--- src/rtl/pipe_hazard_ctrl.sv ---
// Front-of-pipeline stall/flush sequencer: load-use interlock, taken-branch
// flush counter and call/return sequencing FSM driving the IF/ID controls.
module pipe_hazard_ctrl #(
    parameter logic [3:0]  OP_LW     = 4'h8,
    parameter logic [3:0]  OP_CALL   = 4'hD,
    parameter logic [3:0]  OP_RET    = 4'hE,
    parameter logic [3:0]  OP_HLT    = 4'hF,
    parameter int unsigned RET_LAT   = 3,
    parameter int unsigned FLUSH_LEN = 2
) (
    input  logic        clk,
    input  logic        rst_n,
    input  logic [15:0] id_instr,
    input  logic        ex_mem_read,
    input  logic [3:0]  ex_dst_reg,
    input  logic        ex_branch_taken,
    output logic        data_hazard,
    output logic        PC_hazard,
    output logic        call,
    output logic        ret_control,
    output logic        ret_PC,
    output logic        pc_write,
    output logic        busy
);

    if (RET_LAT < 1 || RET_LAT > 7 || FLUSH_LEN < 1 || FLUSH_LEN > 3 ||
        OP_LW == OP_CALL || OP_LW == OP_RET || OP_LW == OP_HLT ||
        OP_CALL == OP_RET || OP_CALL == OP_HLT || OP_RET == OP_HLT) begin : g_param_check
        $error("pipe_hazard_ctrl: illegal parameter set");
    end

    typedef enum logic [1:0] {
        S_IDLE,
        S_CALL,
        S_RET_WAIT,
        S_RET_DONE
    } state_t;

    localparam logic [1:0] FLUSH_LOAD = 2'(FLUSH_LEN);
    localparam logic [2:0] RET_LOAD   = 3'(RET_LAT - 1);

    state_t     state, state_nxt;
    logic [1:0] flush_cnt, flush_cnt_nxt;
    logic [2:0] ret_cnt, ret_cnt_nxt;

    logic [3:0] op, rs, rt;
    logic       unused_rd;
    logic       in_idle;
    logic       flush_active;
    logic       br_accept;
    logic       ctrl_op;

    assign op        = id_instr[15:12];
    assign rs        = id_instr[7:4];
    assign rt        = id_instr[3:0];
    assign unused_rd = ^id_instr[11:8];

    assign in_idle      = (state == S_IDLE);
    assign flush_active = (flush_cnt != '0);
    // The return is older than anything in EX, so a branch is only honoured in IDLE.
    assign br_accept    = ex_branch_taken & in_idle;
    assign ctrl_op      = (op == OP_CALL) | (op == OP_RET) | (op == OP_HLT);

    always_comb begin
        state_nxt     = state;
        flush_cnt_nxt = flush_cnt;
        ret_cnt_nxt   = ret_cnt;

        if (br_accept) begin
            flush_cnt_nxt = FLUSH_LOAD;
        end else if (flush_active) begin
            flush_cnt_nxt = flush_cnt - 2'd1;
        end

        case (state)
            S_IDLE: begin
                // A same-cycle branch or a running flush makes the decoded call/return wrong-path.
                if (!ex_branch_taken && !flush_active) begin
                    if (op == OP_CALL) begin
                        state_nxt = S_CALL;
                    end else if (op == OP_RET) begin
                        state_nxt   = S_RET_WAIT;
                        ret_cnt_nxt = RET_LOAD;
                    end
                end
            end
            S_CALL: begin
                state_nxt = S_IDLE;
            end
            S_RET_WAIT: begin
                if (ret_cnt == '0) begin
                    state_nxt = S_RET_DONE;
                end else begin
                    ret_cnt_nxt = ret_cnt - 3'd1;
                end
            end
            S_RET_DONE: begin
                state_nxt = S_IDLE;
            end
            default: begin
                state_nxt = S_IDLE;
            end
        endcase
    end

    always_ff @(posedge clk) begin
        if (!rst_n) begin
            state     <= S_IDLE;
            flush_cnt <= '0;
            ret_cnt   <= '0;
        end else begin
            state     <= state_nxt;
            flush_cnt <= flush_cnt_nxt;
            ret_cnt   <= ret_cnt_nxt;
        end
    end

    assign data_hazard = ex_mem_read & (ex_dst_reg != '0) &
                         ((ex_dst_reg == rs) | (ex_dst_reg == rt)) &
                         ~ctrl_op & in_idle & ~flush_active;

    assign PC_hazard   = flush_active;
    assign call        = (state == S_CALL);
    assign ret_control = (state == S_RET_WAIT);
    assign ret_PC      = (state == S_RET_DONE);
    assign pc_write    = ~(data_hazard | call | ret_control);
    assign busy        = ~in_idle | flush_active;

endmodule
--- config.mk ---
export PLATFORM = sky130hd
export DESIGN_NAME = pipe_hazard_ctrl
export DESIGN_NICKNAME = d
export VERILOG_FILES = /design/src/rtl/pipe_hazard_ctrl.sv
export SDC_FILE = /design/constraint.sdc
export NUM_CORES = 1
export LEC_CHECK = 0
export BUFFER_PORTS_ARGS = -buffer_cell sky130_fd_sc_hd__buf_4
export CORE_MARGIN = 8
export CORE_UTILIZATION = 37
export DETAILED_ROUTE_END_ITERATION = 12
export PLACE_DENSITY = 0.81
export RECOVER_POWER = 25
export SETUP_SLACK_MARGIN = 0.1
export SYNTH_ARGS = -nofsm -noshare
export SYNTH_HDL_FRONTEND = slang
export SYNTH_SLANG_ARGS = --single-unit
--- constraint.sdc ---
create_clock -name clk -period 1.3 [get_ports clk]
set_clock_uncertainty 0.15 [all_clocks]
set_input_delay 0.195 -clock clk [delete_from_list [all_inputs] [get_ports clk]]
set_output_delay 0.195 -clock clk [all_outputs]
set_load 0.05 [all_outputs]
# Word-level counts from Yosys, hierarchy flattened
# Index checks and enable logic that the tools add are counted.
# totals
reg_bits,7
latch_bits,0
ram_bits,0
romBits,0
memories,0
# classes
add_sub_neg,2
multipliers,0
div,0
order_cmp,0
n_eq_ne,14
shifts,0
n_mux,12
bitwise_logic,17
n_reduce_logical,13
# op_table
op,n
4-bit == test (second input constant),3
2-bit two-way mux,6
3-bit two-way mux,4
4-bit == test,2
1-bit bitwise AND,6
2-bit by 1-bit inequality test with 1-bit output (second input constant),3
1-bit bitwise OR,6
2-bit case mux with 3 select lines,1
3-bit case mux with 2 select lines,1
2-bit nonzero test,3
1-bit NOT,5
5-bit AND reduction,1
2-bit == test (second input constant),2
2-bit inequality test (second input constant),2
4-bit nonzero test,1
2-bit OR reduction,2
3-bit zero test,1
3-bit by 1-bit inequality test with 1-bit output (second input constant),1
3-bit AND reduction,1
3-bit by 1-bit subtractor with 3-bit output (second input constant),1
2-bit by 1-bit == test with 1-bit output (second input constant),1
1-bit zero test,2
2-bit zero test,1
2-bit by 1-bit subtractor with 2-bit output (second input constant),1
1-bit logical AND,1

# Depth between registers and ports, before layout
# Gate-level depths: netlist (run 1).
# depth
ltp_word,10
mapped_depth,6
ltp_nobuf,6

# Worst setup path after synthesis (run 1)
# No wires, ideal clock.
# synth_path
path_type,flip-flop to output port
from,register flush_cnt[1]
to,output pc_write
arrival_time_ps,2618
path_slack_ps,-1663
stages_incl_launch_ff,5
n_path_buf,0
cell_sequence,dfxtp_1 or2_4 nand2b_4 a2111oi_2 nor3_1
# synth_between
elab_chain_len,6
# synth_rtl
element,line,text
from (decl),43,"logic [1:0] flush_cnt, flush_cnt_nxt;"
from (signal assigned),113,flush_cnt <= flush_cnt_nxt;
2-bit nonzero test,59,assign flush_active = (flush_cnt != '0);
via PC_hazard,18,"output logic PC_hazard,"
1-bit NOT,120,~ctrl_op & in_idle & ~flush_active;
1-bit bitwise AND,120,
via data_hazard,17,"output logic data_hazard,"
1-bit bitwise OR (2 in a row),126,assign pc_write = ~(data_hazard | call | ret_control);
1-bit NOT,126,
to (decl),22,"output logic pc_write,"
# The timed path passes the listed nets, and every way through them passes these cells.

# Final worst setup path (run 1)
# layout_path
from,register flush_cnt[1]
to,output pc_write
# layout_between
elab_chain_len,6
# layout_rtl
element,line
2-bit nonzero test,59
1-bit NOT,120
1-bit bitwise AND,120
1-bit bitwise OR (2 in a row),126
1-bit NOT,126
# No other way between the ends.

==> results.toml, run 1 <==
[grt]
antenna_found_initial = 0
grt.total_usage_pct = 13.4
grt_pass1_wl_um = 2950
grt_pass1_vias = 706
overflow = 0
grt_max_degree = 8

[final_layout]
drive_gt1_share_pct = 71.7
syn2layout_area_growth_pct = 104
layout.nets = 133
antenna_cells = 0

[critical_path]
cpPeakStageDelay_ns = 0.32
crit_required_ns = 0.95
cp-end-kind = "output pin"
crit_path_start = "flush_cnt[1]$_SDFFE_PN0P_"
crit_path_start_kind = "flop"
cp_max_fo = 2
crit_path_top_delay_cell = "dfxtp_2"
arrival_ns = 1.51
crit_family = "simple AND/OR/NAND/NOR gates"
path_cells = "or2_4 > nand2b_4 > a2111oi_4 > nor3_4 > buf_6"
critPathKind = "flop to output pin"
timing.rr.start = "flush_cnt[1]$_SDFFE_PN0P_"
cp_num_buf_inv = 1

[yosys]
synth_cells = 59
synth_top_family_by_area = "simple AND/OR/NAND/NOR gates"
ys_seq_area_share_pct = 25.8
synth_edf_count = 0
synthMuxAreaShare_pct = 2.07
ys.flop_type = "dfxtp_1"
synth-simple-area-share_pct = 32.9
yosys.area_share.xor_xnor_pct = 12.9
yosys_warnings = 0
synth_compound_area_share_pct = 17.3
synth_fp_nets = 85
syn_avg_cell_area_um2 = 9.20
ys_types = 34
syn_area_um2 = 543
async_flop_share_pct = 0
synth_seq_cells = 7
synthAdderAreaFrac_pct = 4.61

[job]
maxCapViolations = 0

[placement]
io_buffers = 26
gp_congestion = 0.849
dpl.hpwl_um = 1360
dp_slack_ns = -0.451

[min_path]
hold_class = "primary input to flop"
min-delay-start = "rst_n"

[clocking]
clock_path_buffers = 2
cts_made_buffers = 3
clk_latency_ns = 0.24
cts_tree = "built"
path_clk_slew_ns = 0.05
root_buffer = "clkbuf_4"
htreeDepth = 1
cts.sinks = 7

[route]
routed_wl_um = 2120
firstDrtPassIters = 3
drt-initial-drc-count = 3
via_count = 623
drc_errors = 0
wl_per_cell_um = 17.4
viasPerCell = 5.11
antenna_left = 0

[timing]
final_max_slew_viol_count = 0
period_share_pct = 143
slew_headroom_pct = 63.7
finalCriticalPeriod_ns = 1.85
max_freq_mhz = 540
final-setup-viol-count = 12
whs_ns = 0.0769
setup_slack_ns = -0.553
tightestPinTransition_ns = 0.538
hold_viol = 0
rsz0062_at_grt = "true"

[floorplanning]
dieArea_um2 = 2950
io_pins = 31
core-area_um2 = 1440
fp.dieH_um = 54.3
rows = 14
initial_utilization_pct = 37.8
die_w_um = 54.3

[power_and_ir_drop]
powerDensity_nw_per_um2 = 637
leakage_nw = 0.474
peakVddDrop_mv = 0.567
power_uw = 705

[run_status]
violations = "setup timing"
outcome = "complete, but fails checks"
routing by layer:
metal	part of all wire, %	global-route usage (%)	wire length, um	vias to the layer above
met1	36	12.3	767	295
met5	0	0	0	-
met3	8.7	3.53	184	0
met4	0	6.15	0	0
met2	55	26.5	1170	22
li1	-	-	-	306
sequential cells by signal, summed over array words and instances, names as in the netlist:
signal	cells
ret_cnt	3
flush_cnt	2
state	2
path summary, 6_finish.rpt:
| check | depth (start not counted) | endpoint | slack [ns] |
|---|---|---|---|
| worst min-delay path | 2 | flush_cnt[1]$_SDFFE_PN0P_ | 0.08 |
| worst max-delay path | 5 | pc_write | -0.55 |
| worst min register to register | 1 | ret_cnt[1]$_SDFFE_PN0P_ | 0.35 |
| worst max register to register | 7 | ret_cnt[0]$_SDFFE_PN0P_ | -0.28 |
cells in the final DEF, fill, tap and decap left out, types with 2 or more instances in the layout:
| cell type | n |
|---|---|
| buf_4 | 30 |
| buf_6 | 10 |
| buf_8 | 5 |
| clkbuf_4 | 3 |
| dfxtp_1 | 3 |
| dfxtp_2 | 4 |
| inv_2 | 2 |
| nand4_1 | 2 |
| nor2b_4 | 3 |
| nor3b_2 | 2 |
| xnor2_1 | 8 |
area by class of cell:
cell class              count  area, um^2
clock buffers               4        26.3
fillers                   101         330
inverters                   3        11.3
multi-input cells          47         490
flip-flops and latches      7         145
well taps                  16        20.0
repair buffers             45         413
report_power, final:
| part | switching, mW | leakage, nW | total, mW | internal [mW] |
|---|---|---|---|---|
| clock | 0.0763 | 0.0150 | 0.193 | 0.117 |
| combinational | 0.129 | 0.400 | 0.286 | 0.158 |
| sequential | 0.00476 | 0.0586 | 0.226 | 0.221 |
logic make-up (layout without fill, tap and decap cells):
logic type	after synthesis	in the layout
compound gates	12	12
xor+xnor	8	8
simple gates	24	24
mux	1	1
flops	7	7
fa+ha+maj	2	2
buf+inv	5	52
cell usage after synthesis, types with 2 or more instances:
master    count  share of area [%]
a211oi_1      2                2.8
a22oi_1       2                2.8
and2_1        2                2.3
dfxtp_1       7                 26
ha_1          2                4.6
inv_1         2                1.4
nand2_1       2                1.4
nand4_1       2                2.3
nor2b_1       3                3.5
nor3_1        2                1.8
nor3b_1       3                4.1
xnor2_1       8                 13
through the flow:
stage / utilization [%] / cell area (um^2) / TNS (ns) / instances
final: 77.0 / 1110 / -3.51 / 122
after global routing: 77.0 / 1110 / -4.03 / 122
after CTS: 71.7 / 1030 / -2.40 / 119
after detailed placement: 63.0 / 905 / -1.45 / 112
after global placement: 63.0 / 905 / -1.26 / 112
after floorplan: - / 611 / -1.84 / 59
timing repair:
item                       in CTS  in global routing
pin swaps                       1                  7
buffers inserted                3                  5
setup endpoints to repair      12                 12
gates resized for setup        20                 14
hold buffers                    0                  0
(Power assumes the default switching activity.)
==> inputs of run 2 (changes only) <==
- GPL_ROUTABILITY_DRIVEN: default -> 0
- PLACE_DENSITY: 0.81 -> 0.72
==> run 2 against run 1 <==
Global-route usage decreased by 0.32 points. Sequential power barely moved. Maximum frequency is 1.1% lower. Register-to-register slack better by 0.08 ns. Clock-buffer cell count unchanged. Cell area rose by 2.9%. Clock power rose by 4%. Non-clock buffer count grew 3. Utilization rose by 2.3 points. The flow still finishes with violations (setup timing). First-iteration DRC count grew 67%.
==> results.toml, run 2 (same netlist as run 1, synthesis figures left out) <==
[run_status]
outcome = "complete, but fails checks"
violations = "setup timing"

[final_layout]
fin_cells = 125
syn2layout_area_growth_pct = 110
drive_gt1_share_pct = 73.4
antenna_cells = 0
layout.nets = 136
reg_top3 = "ret_cnt: 3 flops, flush_cnt: 2 flops, state: 2 flops"
largest_reg_flops = 3
final_common_cell = "buf_4"
top_register = "ret_cnt"
final_cell_mix = "34 x buf_4, 9 x buf_6, 8 x xnor2_1"

[clocking]
cts_tree = "built"
clk_latency_ns = 0.25
clock_path_buffers = 2
path_clk_slew_ns = 0.05
root_buffer = "clkbuf_4"
cts.sinks = 7
htreeDepth = 1
cts_made_buffers = 3
hold_buffers = 0

[min_path]
hold_depth = 2
min-delay-start = "rst_n"
hold_class = "primary input to flop"
holdPathEnd = "flush_cnt[1]$_SDFFE_PN0P_"

[power_and_ir_drop]
peakVddDrop_mv = 0.586
leakage_nw = 0.488
powerDensity_nw_per_um2 = 622

[timing]
finalCriticalPeriod_ns = 1.87
setup_slack_ns = -0.574
max_freq_mhz = 534
hold_viol = 0
tightestPinTransition_ns = 0.522
rsz0062_at_grt = "true"
final_max_slew_viol_count = 0
final-setup-viol-count = 12
period_share_pct = 144
slew_headroom_pct = 64.7
whs_ns = 0.0642

[floorplanning]
initial_utilization_pct = 37.8
io_pins = 31
core-area_um2 = 1440
fp.dieH_um = 54.3
rows = 14
dieArea_um2 = 2950
die_w_um = 54.3

[placement]
dp_slack_ns = -0.452
placedCellCount = 115
io_buffers = 26

[route]
antenna_left = 0
firstDrtPassIters = 4
drt-initial-drc-count = 5
viasPerCell = 5.17
via_count = 646
routed_wl_um = 1850
drc_errors = 0
wl_per_cell_um = 14.8

[critical_path]
crit_required_ns = 0.95
timing.rr.start = "state[1]$_SDFFE_PN0P_"
r2r_cells = 5
crit_path_start_kind = "flop"
worst-r2r-setup-slack_ns = -0.20
arrival_ns = 1.53
critPathKind = "flop to output pin"
cp_max_fo = 2
cp-end-kind = "output pin"
worstReg2RegEnd = "ret_cnt[2]$_SDFFE_PN0P_"

[grt]
overflow = 0
grt.total_usage_pct = 13.1
grt_pass1_vias = 715
grt_pass1_wl_um = 2900
antenna_found_initial = 0
grt_max_degree = 8

[job]
maxCapViolations = 0
## run 2: metrics by stage
stage          TNS (ns)  power, mW  utilization [%]  area [um^2]
3_3_place_gp      -1.24      0.456             65.4          940
3_5_place_dp      -1.43      0.461             65.4          940
4_1_cts           -3.01      0.706             76.7         1100
5_1_grt           -3.48      0.753             79.3         1140
6_report          -2.93      0.709             79.3         1140
2_1_floorplan     -1.84      0.347                -          611
## run 2: metal layers
metal  GRT usage [%]  vias up  part of all wire (%)  routed length [um]
met2            22.9       24                    53                 978
met3            4.08        5                    10                 188
met5               0        -                     0                   0
met4            8.20        0                   2.3                  43
li1                -      316                     -                   -
met1            13.3      301                    35                 641
## run 2: area by class of cell
cell class                 instances  area, um^2
clock buffer                       4        26.3
fill                              94         298
inverter                           3        11.3
multi-input combinational         47         492
sequential                         7         148
tap                               16        20.0
timing repair buffer              48         442
## run 2: repair_timing
item                                    in CTS  in global routing
gates cloned                                 0                  0
buffers inserted                             4                  3
endpoints found under the setup margin      12                 12
gates resized for setup                     26                  7
pin swaps                                    6                  4
## run 2: where the power goes
| group | leakage [nW] | switching, mW | total [mW] | internal, mW |
|---|---|---|---|---|
| Sequential | 0.0589 | 0.00388 | 0.223 | 0.219 |
| Clock | 0.0150 | 0.0838 | 0.201 | 0.117 |
| Combinational | 0.415 | 0.122 | 0.285 | 0.162 |
## run 2: worst max path at each step
stage / start / end / slack, ns / cells past startpoint
after floorplan: flush_cnt[1]$_SDFFE_PN0P_ / pc_write / -0.86 / 4
after global placement: ex_dst_reg[3] / data_hazard / -0.43 / 5
after detailed placement: ex_dst_reg[3] / data_hazard / -0.45 / 5
after global routing: flush_cnt[1]$_SDFFE_PN0P_ / pc_write / -0.63 / 5
after CTS: flush_cnt[1]$_SDFFE_PN0P_ / pc_write / -0.57 / 5
final: flush_cnt[1]$_SDFFE_PN0P_ / pc_write / -0.57 / 5
## run 2: worst max-delay path: stages, from the launching register on
cell and delay (ns):
dfxtp_2 0.31, or2_4 0.25, nand2b_4 0.16, a2111oi_4 0.32, nor3_4 0.07, buf_6 0.16
==> inputs of run 3 (changes only) <==
- CELL_PAD_IN_SITES_DETAIL_PLACEMENT: default -> 2
- CELL_PAD_IN_SITES_GLOBAL_PLACEMENT: default -> 2
- CORE_ASPECT_RATIO: default -> 1.25
- CORE_UTILIZATION: 37 -> 20
- PLACE_DENSITY: 0.72 -> default
- PLACE_DENSITY_LB_ADDON: default -> 0.1
==> run 3 against run 2 <==
The flow still finishes with violations (setup timing). Global-route usage is 2.1 points lower. Wire length increased by 35%. Clock power increased by 5%. First-iteration DRC count fell by 20%. Utilization decreased by 34 points. Combinational power rose by 3%. Sequential share of layout area is 0.48 points lower. Sequential power barely moved. Critical path depth stayed put. Hold slack improved by 0.021 ns. Die area is 58% higher. Critical path type unchanged. Critical endpoint unchanged. Largest cell class unchanged.
==> results.toml, run 3 (same netlist as run 1, synthesis figures left out) <==
[run_status]
outcome = "complete, but fails checks"
violations = "setup timing"

[power_and_ir_drop]
power_uw = 727
clkPwrFrac_pct = 29.0
switchingPower_uw = 227
leakage_nw = 0.514
comb_power_share_pct = 40.3
pwr-share-seq_pct = 30.8
powerDensity_nw_per_um2 = 610
peakVddDrop_mv = 0.473
p_int_uw = 500
p_sw_share_pct = 31.2

[route]
routed_wl_um = 2510
drt-initial-drc-count = 4
firstDrtPassIters = 2
drc_errors = 0
wl_per_cell_um = 17.1
antenna_left = 0
via_count = 668
viasPerCell = 4.54

[floorplanning]
io_pins = 31
rows = 21
dieArea_um2 = 4650
core-area_um2 = 2630
die_w_um = 62.6
initial_utilization_pct = 20.7
fp.dieH_um = 74.3

[clocking]
cts_tree = "built"
clock_path_buffers = 2
cts_made_buffers = 3
cts.sinks = 7
htreeDepth = 1
path_clk_slew_ns = 0.06
clk_latency_ns = 0.26
root_buffer = "clkbuf_4"

[final_layout]
utilization_pct = 45.4
largest_reg_flops = 3
syn2layout_area_growth_pct = 120
top_register = "ret_cnt"
layout.nets = 140
fin_cells = 147
antenna_cells = 0
fillers = 292
regArea_um2 = 149
final_cell_mix = "34 x buf_4, 14 x buf_6, 8 x xnor2_1"
final_common_cell = "buf_4"
fin_area_um2 = 1190
reg_top3 = "ret_cnt: 3 flops, flush_cnt: 2 flops, state: 2 flops"
drive_gt1_share_pct = 73.5
multiInputGateArea_um2 = 490

[critical_path]
crit_path_top_delay_cell = "dfxtp_2"
arrival_ns = 1.50
crit_required_ns = 0.95
cp_max_fo = 2
cpPeakStageDelay_ns = 0.32
path_cells = "or2_4 > nand2b_4 > a2111oi_4 > nor3_4 > buf_6"
crit_family = "simple AND/OR/NAND/NOR gates"
cp-end-kind = "output pin"
cp_num_buf_inv = 1
critPathKind = "flop to output pin"
crit_path_start_kind = "flop"

[grt]
overflow = 0
antenna_found_initial = 0
grt.total_usage_pct = 11.0
grt_max_degree = 8
grt_pass1_wl_um = 4060
grt_pass1_vias = 793

[placement]
dp_slack_ns = -0.469
dpl.hpwl_um = 1730
placedCellCount = 133
io_buffers = 26
post_dp_cell_area_um2 = 950

[min_path]
hold_class = "primary input to flop"

[timing]
rsz0062_at_grt = "true"
setup_slack_ns = -0.547
tns_ns = -3.23
hold_viol = 0
max_freq_mhz = 541
final_max_slew_viol_count = 0
final-setup-viol-count = 12
tightestPinTransition_ns = 0.523
finalCriticalPeriod_ns = 1.85
period_share_pct = 142
slew_headroom_pct = 64.6
whs_ns = 0.0849

[job]
maxCapViolations = 0
## run 3: cell types whose count changed in the layout (fill, tap and decap cells not counted), sizes merged
cell / previous run / this run
buf: 48 / 52
## run 3: worst paths after layout
path,startpoint,end,slack (ns),depth (start not counted)
max,flush_cnt[1]$_SDFFE_PN0P_,pc_write,-0.55,5
min,rst_n,ret_cnt[1]$_SDFFE_PN0P_,0.08,2
max reg2reg,state[0]$_SDFFE_PN0P_,ret_cnt[2]$_SDFFE_PN0P_,-0.32,7
min reg2reg,ret_cnt[1]$_SDFFE_PN0P_,ret_cnt[1]$_SDFFE_PN0P_,0.34,1
## run 3: power by group through the flow
| stage | Clock, mW | Combinational [mW] | Sequential, mW |
|---|---|---|---|
| 2_1_floorplan | 0 | 0.118 | 0.228 |
| 3_3_place_gp | 0 | 0.228 | 0.229 |
| 3_5_place_dp | 0 | 0.232 | 0.229 |
| 4_1_cts | 0.216 | 0.278 | 0.225 |
| 5_1_grt | 0.231 | 0.311 | 0.224 |
| 6_report | 0.211 | 0.293 | 0.224 |
## run 3: what timing repair did
action / CTS / global route
setup endpoints to repair: 12 / 12
resized for setup: 27 / 10
pin swaps: 5 / 5
buffers inserted: 6 / 5
hold buffers: 0 / 0
## run 3: cell type report
type | instances | area share [%]
timing repair buffer | 52 | 39.7
inverter | 3 | 0.944
clock buffer | 4 | 2.20
sequential | 7 | 12.5
tap | 34 | 3.57
multi-input combinational | 47 | 41.1
## run 3: layer usage
| metal | global-route usage, % | wire length [um] |
|---|---|---|
| met1 | 11.4 | 993 |
| met2 | 21.8 | 1340 |
| met3 | 2.56 | 130 |
| met4 | 3.05 | 40 |
| met5 | 0 | 0 |
